`src/rtl/sram_arbiter.sv`:
```
// Two-requester arbiter sharing one split address/data SRAM port between fetch (I) and data (D).
// One transaction in flight; D wins ties; completed data is held until the pipeline advances.
module sram_arbiter #(
    parameter int ADDR_W = 32,
    parameter int DATA_W = 32
) (
    input  logic              clk,
    input  logic              rst,
    input  logic              i_req,
    input  logic [ADDR_W-1:0] i_addr,
    output logic [DATA_W-1:0] i_rdata,
    output logic              i_stall,
    input  logic              d_req,
    input  logic              d_wr,
    input  logic [3:0]        d_wen,
    input  logic [ADDR_W-1:0] d_addr,
    input  logic [DATA_W-1:0] d_wdata,
    output logic [DATA_W-1:0] d_rdata,
    output logic              d_stall,
    input  logic              adv,
    output logic              m_req,
    output logic              m_wr,
    output logic [3:0]        m_wen,
    output logic [ADDR_W-1:0] m_addr,
    output logic [DATA_W-1:0] m_wdata,
    input  logic              m_addr_ok,
    input  logic              m_data_ok,
    input  logic [DATA_W-1:0] m_rdata
);

    typedef enum logic [1:0] {
        ST_IDLE = 2'd0,
        ST_ADDR = 2'd1,
        ST_DATA = 2'd2
    } state_t;

    state_t            state_r;
    state_t            state_s;
    logic              grant_r;     // 1'b1 = D, 1'b0 = I
    logic              i_done_r;
    logic              d_done_r;
    logic [DATA_W-1:0] i_hold_r;
    logic [DATA_W-1:0] d_hold_r;
    logic              wr_r;
    logic [3:0]        wen_r;
    logic [ADDR_W-1:0] addr_r;
    logic [DATA_W-1:0] wdata_r;
    logic              m_req_r;
    logic              i_pend_s;
    logic              d_pend_s;
    logic              issue_i_s;
    logic              issue_d_s;
    logic              complete_s;

    assign i_pend_s   = i_req & ~i_done_r;
    assign d_pend_s   = d_req & ~d_done_r;
    assign complete_s = (state_r == ST_DATA) & m_data_ok;

    // Next-state selection and grant decision
    always_comb begin
        state_s   = state_r;
        issue_i_s = 1'b0;
        issue_d_s = 1'b0;
        case (state_r)
            ST_IDLE: begin
                if (d_pend_s) begin
                    state_s   = ST_ADDR;
                    issue_d_s = 1'b1;
                end else if (i_pend_s) begin
                    state_s   = ST_ADDR;
                    issue_i_s = 1'b1;
                end else begin
                    state_s = ST_IDLE;
                end
            end
            ST_ADDR: begin
                if (m_addr_ok) begin
                    state_s = ST_DATA;
                end else begin
                    state_s = ST_ADDR;
                end
            end
            ST_DATA: begin
                if (m_data_ok) begin
                    state_s = ST_IDLE;
                end else begin
                    state_s = ST_DATA;
                end
            end
            default: begin
                state_s = ST_IDLE;
            end
        endcase
    end

    // State, latched request fields, done flags and hold registers
    always_ff @(posedge clk or negedge rst) begin
        if (!rst) begin
            state_r  <= ST_IDLE;
            grant_r  <= 1'b0;
            i_done_r <= 1'b0;
            d_done_r <= 1'b0;
            i_hold_r <= {DATA_W{1'b0}};
            d_hold_r <= {DATA_W{1'b0}};
            wr_r     <= 1'b0;
            wen_r    <= 4'b0000;
            addr_r   <= {ADDR_W{1'b0}};
            wdata_r  <= {DATA_W{1'b0}};
            m_req_r  <= 1'b0;
        end else begin
            state_r <= state_s;
            m_req_r <= (state_s == ST_ADDR);
            if (issue_d_s) begin
                grant_r <= 1'b1;
                wr_r    <= d_wr;
                wen_r   <= d_wen;
                addr_r  <= d_addr;
                wdata_r <= d_wdata;
            end else if (issue_i_s) begin
                grant_r <= 1'b0;
                wr_r    <= 1'b0;
                wen_r   <= 4'b0000;
                addr_r  <= i_addr;
                wdata_r <= {DATA_W{1'b0}};
            end
            // adv wins: the bypassed data was consumed in this very cycle
            if (adv) begin
                i_done_r <= 1'b0;
                d_done_r <= 1'b0;
            end else if (complete_s) begin
                if (grant_r) begin
                    d_done_r <= 1'b1;
                end else begin
                    i_done_r <= 1'b1;
                end
            end
            if (complete_s && !grant_r) begin
                i_hold_r <= m_rdata;
            end else if (complete_s && grant_r && !wr_r) begin
                d_hold_r <= m_rdata;
            end
        end
    end

    assign m_req   = m_req_r;
    assign m_wr    = wr_r;
    assign m_wen   = wen_r;
    assign m_addr  = addr_r;
    assign m_wdata = wdata_r;

    assign i_stall = i_pend_s & ~(complete_s & ~grant_r);
    assign d_stall = d_pend_s & ~(complete_s & grant_r);
    assign i_rdata = (complete_s & ~grant_r) ? m_rdata : i_hold_r;
    assign d_rdata = (complete_s & grant_r) ? m_rdata : d_hold_r;

endmodule

```
`config.mk`:
```
export PLATFORM = sky130hd
export DESIGN_NAME = sram_arbiter
export DESIGN_NICKNAME = d
export VERILOG_FILES = /design/src/rtl/sram_arbiter.sv
export SDC_FILE = /design/constraint.sdc
export NUM_CORES = 1
export LEC_CHECK = 0
export CORE_MARGIN = 5
export CORE_UTILIZATION = 50
export CTS_BUF_LIST = sky130_fd_sc_hd__clkbuf_4 sky130_fd_sc_hd__clkbuf_8
export DETAILED_ROUTE_END_ITERATION = 6
export DONT_BUFFER_PORTS = 1
export GPL_ROUTABILITY_DRIVEN = 0
export PLACE_DENSITY = 0.72
export SETUP_SLACK_MARGIN = 0.2
export SYNTH_ARGS = -nofsm -noshare
export SYNTH_HDL_FRONTEND = slang
export SYNTH_SLANG_ARGS = --single-unit
```
`constraint.sdc`:
```
create_clock -name clk -period 2 [get_ports clk]
set_input_delay 0.2 -clock clk [delete_from_list [all_inputs] [get_ports clk]]
set_output_delay 0.2 -clock clk [all_outputs]
set_load 0.005 [all_outputs]
```
==> results.py, run 1 <==
metrics = {
    "outcome": {
        "status": "stopped before the end",
        "lastStage": "clock tree synthesis",
        "error_line": "[ERROR RSZ-0060] Max buffer count reached.",
    },
    "logic_synthesis": {
        "avgSynthCellArea_um2": 14.1,
        "synth-edff-count": 0,
        "synth_fp_nets": 565,
        "synthDistinctLibCells": 25,
        "synth_common_cells": "dfrtp_1, mux2_2, a22o_1, inv_1, a21oi_1",
        "synth_cells": 425,
        "synth_top_area_share_pct": 58.1,
        "synthTopCellsByArea": "dfrtp_1, mux2_2, o32ai_2, a22o_1, a21oi_1",
        "yosysSeqAreaShare_pct": 58.1,
        "synth_warnings": 0,
        "synth.most_common_cell": "dfrtp_1",
        "synthFlopType": "dfrtp_1",
        "ys_seq_elements": 139,
        "yosysTopAreaCell": "dfrtp_1",
        "synth_area_mm2": 0.00599,
        "async_flop_share_pct": 100,
    },
    "placed_design": {
        "portBuffers": 0,
        "dpl.hpwl_um": 10100,
        "pre_cts_slack_ps": 283,
    },
    "die": {
        "io_pins": 276,
        "die_h_um": 119,
        "fp.dieW_um": 119,
        "initial_core_util_pct": 50.5,
        "std_cell_rows": 40,
    },
    "clock_tree": {
        "cts_made_buffers": 17,
        "h-tree-depth": 4,
        "cts_sinks": 139,
        "cts_hold_buf": 118,
        "clockRootBuffer": "clkbuf_8",
        "cts_setup_buffers": 3,
        "cts_buffer_depth": 2,
        "cts_resized": 12,
    },
}
==> kinds of logic after synthesis <==
kind of cell           share of synthesized area [%]
DFF                                             58.1
AOI/OAI and AO/OA                               16.8
muxes                                           18.1
buffers and inverters                           5.08
and+or+nand+nor                                 1.90
==> metrics by stage <==
stage	cell area, um2	utilization, %	hold slack (ps)	cells
after floorplan	5990	-	-95.6	425
after global placement	6170	52.0	-91.4	549
after detailed placement	6170	52.0	-92.0	549
==> run 2, diff against run 1 <==
==> config.mk (replaced) <==
export PLATFORM = sky130hd
export DESIGN_NAME = sram_arbiter
export DESIGN_NICKNAME = d
export VERILOG_FILES = /design/src/rtl/sram_arbiter.sv
export SDC_FILE = /design/constraint.sdc
export NUM_CORES = 1
export LEC_CHECK = 0
export CORE_MARGIN = 5
export CORE_UTILIZATION = 35
export DETAILED_ROUTE_END_ITERATION = 6
export DONT_BUFFER_PORTS = 1
export GPL_ROUTABILITY_DRIVEN = 0
export PLACE_DENSITY_LB_ADDON = 0.15
export SYNTH_ARGS = -nofsm -noshare
export SYNTH_HDL_FRONTEND = slang
export SYNTH_SLANG_ARGS = --single-unit
==> run 2 against run 1 <==
Against the previous run:
- the flow now finishes, with violations (negative hold slack, negative setup slack)
- synthesized area did not move
- synthesized cell count did not move
==> results.py, run 2 <==
metrics = {
    "cells_and_area": {
        "nFillCells": 1422,
        "final_common_cell": "dfrtp_1",
        "n_antenna_cell": 0,
        "final_cell_mix": "dfrtp_1, dlygate4sd3_1, mux2_2",
        "drive_gt1_share_pct": 32.2,
        "final_area_mm2": 0.00838,
        "final_nets": 695,
        "finish.utilization_pct": 50.2,
        "areaGrowthSynthToFinish_pct": 40.1,
        "regArea_mm2": 0.00348,
        "multi_input_area_mm2": 0.00238,
    },
    "clock_tree": {
        "clk_pin_slew_ps": 60,
        "cts_made_buffers": 17,
        "cts_sinks": 139,
        "clockRootBuffer": "clkbuf_16",
        "cts_buffer_depth": 2,
        "cts_tree": "yes",
        "clock_latency_ps": 410,
        "h-tree-depth": 4,
        "cts_hold_buf": 124,
    },
    "logic_synthesis": {
        "synthFlopType": "dfrtp_1",
        "synth_top_area_share_pct": 58.1,
        "synth.most_common_cell": "dfrtp_1",
        "async_flop_share_pct": 100,
        "synth_area_mm2": 0.00599,
        "synth-edff-count": 0,
        "synth_common_cells": "dfrtp_1, mux2_2, a22o_1, inv_1, a21oi_1",
        "ys_seq_elements": 139,
        "yosysTopAreaCell": "dfrtp_1",
        "synth_cells": 425,
        "synthDistinctLibCells": 25,
        "avgSynthCellArea_um2": 14.1,
        "yosysSeqAreaShare_pct": 58.1,
        "synth_fp_nets": 565,
        "synthTopCellsByArea": "dfrtp_1, mux2_2, o32ai_2, a22o_1, a21oi_1",
        "synth_warnings": 0,
    },
    "timing": {
        "hold_ws_ps": -512,
        "setup_ws_ps": -126,
        "final_max_slew_viol_count": 0,
        "clock_skew_ps": 7.99,
        "final.period_utilization_pct": 106,
        "rsz0062_at_grt": "yes",
        "setup_viol": 32,
        "finalCriticalPeriod_ps": 2130,
        "clock.fmax_mhz": 470,
        "max_slew.worst_pin.slew_ps": 565,
        "fin_setup_tns_ps": -3080,
        "finalHoldViolCount": 139,
        "max_slew_margin_pct": 62.4,
    },
    "route": {
        "wl_per_cell_um": 22.8,
        "routed_via_density": 5.30,
        "initialDrtViolationCount": 159,
        "ant_nets": 0,
        "wl_um": 18000,
        "drt-pass1-iter-count": 5,
        "drc_errors": 0,
        "vias": 4174,
    },
    "worst_setup_path": {
        "critical_path_required_ps": 1800,
        "startpoint_type": "register",
        "critPathKind": "register to primary output",
        "r2r_cells": 5,
        "end_kind": "primary output",
        "cp.arrival_ps": 1930,
        "crit_fanout": 8,
    },
    "global_route": {
        "gr-usage-met3_pct": 6.71,
        "grt_usage_pct": 17.0,
        "grt_overflow": 0,
        "top_usage_layer": "met2",
        "antenna_found_initial": 0,
        "use_met2_pct": 28.0,
        "grt_pass1_wl_um": 26500,
        "grt.met1_usage_pct": 20.0,
        "grt_pass1_vias": 4547,
        "grt_max_degree": 140,
    },
    "pwr": {
        "p_leak_nw": 3.69,
        "peakVddDrop_mv": 0.604,
        "p_per_area_mw_per_mm2": 1440,
    },
    "die": {
        "initial_core_util_pct": 35.8,
        "io_pins": 276,
        "dieArea_mm2": 0.0198,
        "fp.dieW_um": 141,
        "die_h_um": 141,
        "std_cell_rows": 47,
        "core_area_mm2": 0.0167,
    },
    "worst_hold_path": {
        "hold_class": "input pin to asynchronous set/reset pin",
    },
    "outcome": {
        "status": "complete, but fails checks",
        "violations": "negative hold slack, negative setup slack",
    },
    "placed_design": {
        "place_area_mm2": 0.00627,
        "portBuffers": 0,
        "dpl.hpwl_um": 10800,
    },
    "job": {
        "cap_viol_max_count": 0,
    },
}
run 2: cell counts after synthesis:
No cell type changed its count.
run 2: per-layer routing:
metal / up-vias / part of all wire [%]
li1: 1823 / -
met1: 2125 / 39
met2: 198 / 50
met3: 28 / 9.3
met4: 0 / 1.9
met5: - / 0
run 2: kinds of logic (layout without fill, tap and decap cells):
logic type | after synthesis | after routing | share of synthesized area, %
flops | 139 | 139 | 58.1
buf+inv | 67 | 210 | 5.08
mux | 96 | 96 | 18.1
simple gates | 17 | 17 | 1.90
compound gates | 106 | 106 | 16.8
run 2: cell type report:
| class | count | share of cell area [%] |
|---|---|---|
| Timing Repair Buffer | 144 | 18.1 |
| Clock buffer | 21 | 5.37 |
| Clock inverter | 11 | 1.73 |
| Tap cell | 220 | 3.28 |
| Inverter | 34 | 1.52 |
| Multi-Input combinational cell | 219 | 28.4 |
| Sequential cell | 139 | 41.5 |
run 2: stage by stage:
stage                     total power, mW  std cells  worst slack [ps]
final                                12.1        788              -126
after global placement               8.26        622               191
after CTS                            11.9        778              -143
after detailed placement             8.40        622               125
after floorplan                      7.37        425               387
after global routing                 12.8        788              -196
run 2: what timing repair did:
action	CTS	global route
endpoints found under the setup margin	64	64
buffers inserted	0	7
pin swaps	0	1
gates cloned	0	3
endpoints found under the hold margin	277	139
gates resized for setup	2	42
run 2: report_power, final:
part	total (mW)	switching [mW]	internal, mW
combinational	3.89	1.82	2.06
sequential	4.99	0.882	4.11
clock	3.17	1.18	1.99
total	12.1	3.88	8.17
run 2: critical path, cell delays in order, from the launching register on:
cell and delay [ps]:
dfrtp_2 450, nor4bb_4 390, buf_6 180, buf_12 140
mux2_2 360
run 2: worst paths after layout:
check                                    startpoint                       end  slack (ps)
setup / recovery               state_r[0]$_DFF_PN0_               i_rdata[18]        -130
hold / removal                                  rst     m_addr[9]$_DFFE_PN0P_        -510
hold reg to reg            d_hold_r[27]$_DFFE_PN0P_  d_hold_r[27]$_DFFE_PN0P_         480
min in group clk                          i_addr[8]     m_addr[8]$_DFFE_PN0P_          20
max in group asynchronous                       rst       grant_r$_DFFE_PN0P_        2090
setup reg to reg               state_r[0]$_DFF_PN0_    m_addr[31]$_DFFE_PN0P_          30
No activity file was read; power rests on OpenSTA's default activity.
==> run 3, diff against run 2 <==
--- a/config.mk
+++ b/config.mk
@@ -10,6 +10,7 @@
 export DETAILED_ROUTE_END_ITERATION = 6
 export DONT_BUFFER_PORTS = 1
 export GPL_ROUTABILITY_DRIVEN = 0
+export MAX_ROUTING_LAYER = met4
 export PLACE_DENSITY_LB_ADDON = 0.15
 export SYNTH_ARGS = -nofsm -noshare
 export SYNTH_HDL_FRONTEND = slang
==> constraint.sdc (replaced) <==
create_clock -name clk -period 2.3 [get_ports clk]
set_input_delay 0.23 -clock clk [delete_from_list [all_inputs] [get_ports clk]]
set_output_delay 0.23 -clock clk [all_outputs]
set_load 0.005 [all_outputs]
==> run 3 against run 2 <==
Against the previous run:
- the flow finishes with violations (negative hold slack)
- final cell count down 4.3%
- sequential share of layout area rose by 2.8 points
- register-to-register slack gained 250 ps
- wire length fell by 8.5%
- critical endpoint is now i_rdata[1]
- largest cell class unchanged
- largest power group unchanged
- highest routed layer unchanged
==> results.py, run 3 (same netlist as run 2, synthesis figures left out) <==
metrics = {
    "global_route": {
        "grt_pass1_vias": 4551,
        "grt_max_degree": 140,
        "antenna_found_initial": 0,
        "grt_overflow": 0,
        "grt_pass1_wl_um": 25900,
        "grt_usage_pct": 17.1,
    },
    "placed_design": {
        "dp.cells": 620,
        "place_area_mm2": 0.00623,
        "dpl.hpwl_um": 10700,
        "portBuffers": 0,
        "pre_cts_slack_ps": 335,
    },
    "die": {
        "dieArea_mm2": 0.0198,
        "initial_core_util_pct": 35.8,
        "die_h_um": 141,
        "fp.dieW_um": 141,
        "core_area_mm2": 0.0167,
        "std_cell_rows": 47,
        "io_pins": 276,
    },
    "timing": {
        "final.period_utilization_pct": 93.6,
        "fin_setup_tns_ps": 0,
        "setup_viol": 0,
        "finalHoldViolCount": 139,
        "setup_ws_ps": 148,
        "clock_skew_ps": 6.51,
        "clock.fmax_mhz": 465,
        "final_max_slew_viol_count": 0,
        "max_slew_margin_pct": 51.3,
        "finalCriticalPeriod_ps": 2150,
        "max_slew.worst_pin.slew_ps": 728,
        "rsz0062_at_grt": "no",
        "hold_ws_ps": -481,
    },
    "clock_tree": {
        "clk_pin_slew_ps": 60,
        "cts_tree": "yes",
        "cts_made_buffers": 17,
        "cts_sinks": 139,
        "h-tree-depth": 4,
        "cts_setup_buffers": 0,
        "clockRootBuffer": "clkbuf_16",
        "cts_buffer_depth": 2,
        "clock_latency_ps": 410,
    },
    "outcome": {
        "status": "complete, but fails checks",
        "violations": "negative hold slack",
    },
    "pwr": {
        "p_per_area_mw_per_mm2": 1270,
        "netSwitchingPower_mw": 3.29,
        "power_frac_comb_pct": 29.9,
        "p_clk_share_pct": 26.7,
        "seqPwrFrac_pct": 43.4,
        "p_sw_share_pct": 33.1,
        "peakVddDrop_mv": 0.521,
        "power_mw": 9.95,
        "p_leak_nw": 3.43,
        "p_int_mw": 6.66,
    },
    "cells_and_area": {
        "final_common_cell": "dfrtp_1",
        "drive_gt1_share_pct": 31.6,
        "n_antenna_cell": 0,
        "finish.utilization_pct": 47.0,
        "areaGrowthSynthToFinish_pct": 31.0,
        "nFillCells": 1477,
        "fin_cells": 754,
        "final_nets": 661,
        "final_area_mm2": 0.00784,
        "final_cell_mix": "dfrtp_1, dlygate4sd3_1, mux2_2",
    },
    "route": {
        "wl_um": 16500,
        "initialDrtViolationCount": 145,
        "vias": 3970,
        "wl_per_cell_um": 21.8,
        "routed_via_density": 5.27,
        "drc_errors": 0,
        "ant_nets": 0,
        "drt-pass1-iter-count": 4,
    },
    "worst_setup_path": {
        "crit_fanout": 34,
        "cpMaxStageDelayCell": "dfrtp_1",
        "path_cells": "nor4bb_4 > buf_12 > mux2_2",
        "slowest_delay_ps": 460,
        "critical_path_required_ps": 2070,
        "startpoint_type": "register",
        "critPathKind": "register to primary output",
        "end_kind": "primary output",
        "cp.arrival_ps": 1920,
    },
    "worst_hold_path": {
        "hold_class": "input pin to asynchronous set/reset pin",
    },
    "job": {
        "cap_viol_max_count": 0,
    },
}
run 3: cell types whose count changed in the layout (fill, tap and decap cells not counted), moves of 2 or more:
| cell | delta |
|---|---|
| clkbuf_8 | +2 |
| buf_4 | -3 |
| dlygate4sd3_1 | -22 |
| buf_6 | -4 |
| buf_12 | -3 |
| clkbuf_1 | -3 |
| o32ai_2 | -2 |
| mux2_2 | +29 |
| bufinv_16 | -2 |
| dfrtp_2 | -2 |
| mux2_4 | -29 |
| inv_6 | +3 |
| dfrtp_1 | +2 |
| o32ai_1 | +3 |
run 3: metal layers:
| metal | up-vias | track usage (%) | wire length (um) |
|---|---|---|---|
| li1 | 1750 | - | - |
| met1 | 2013 | 19.5 | 6180 |
| met2 | 193 | 28.0 | 8390 |
| met3 | 14 | 6.81 | 1660 |
| met4 | 0 | 4.54 | 225 |
| met5 | - | - | 0 |
run 3: worst paths after layout:
check | startpoint | endpoint | slack, ps | cells after the start
max | state_r[0]$_DFF_PN0_ | i_rdata[1] | 150 | 3
min | rst | m_addr[9]$_DFFE_PN0P_ | -480 | 0
max reg2reg | state_r[1]$_DFF_PN0_ | m_addr[0]$_DFFE_PN0P_ | 280 | 4
min reg2reg | d_hold_r[26]$_DFFE_PN0P_ | d_hold_r[26]$_DFFE_PN0P_ | 480 | 1
max in group asynchronous | rst | d_hold_r[4]$_DFFE_PN0P_ | 2620 | 0
min in group clk | d_addr[5] | m_addr[5]$_DFFE_PN0P_ | 20 | 2
run 3: layout make-up:
type	instances	area [um2]	share of cell area [%]
tap	220	275	3.51
timing repair buffer	110	1130	14.4
clock inverter	12	113	1.44
clock buffer	20	467	5.95
multi-input combinational	219	2250	28.7
sequential	139	3480	44.4
inverter	34	128	1.63
run 3: power groups by stage:
| stage | clock (mW) | combinational, mW | sequential [mW] |
|---|---|---|---|
| after detailed placement | 0 | 2.86 | 4.36 |
| final | 2.66 | 2.97 | 4.32 |
| after floorplan | 0 | 2.34 | 4.07 |
| after global placement | 0 | 2.80 | 4.34 |
| after global routing | 2.86 | 3.30 | 4.47 |
| after CTS | 2.76 | 3.02 | 4.34 |
run 3: critical path, delay by kind of cell (launching register included):
family / cells / cell delay [ps]
mux: 1 / 410
flops: 1 / 460
buf+inv: 1 / 260
simple gates: 1 / 360
run 3: timing repair:
action | 4_1_cts | 5_1_grt
resized for setup | 1 | 0
hold endpoints to repair | 268 | 140
setup endpoints to repair | 24 | 0
hold buffers | 101 | 1
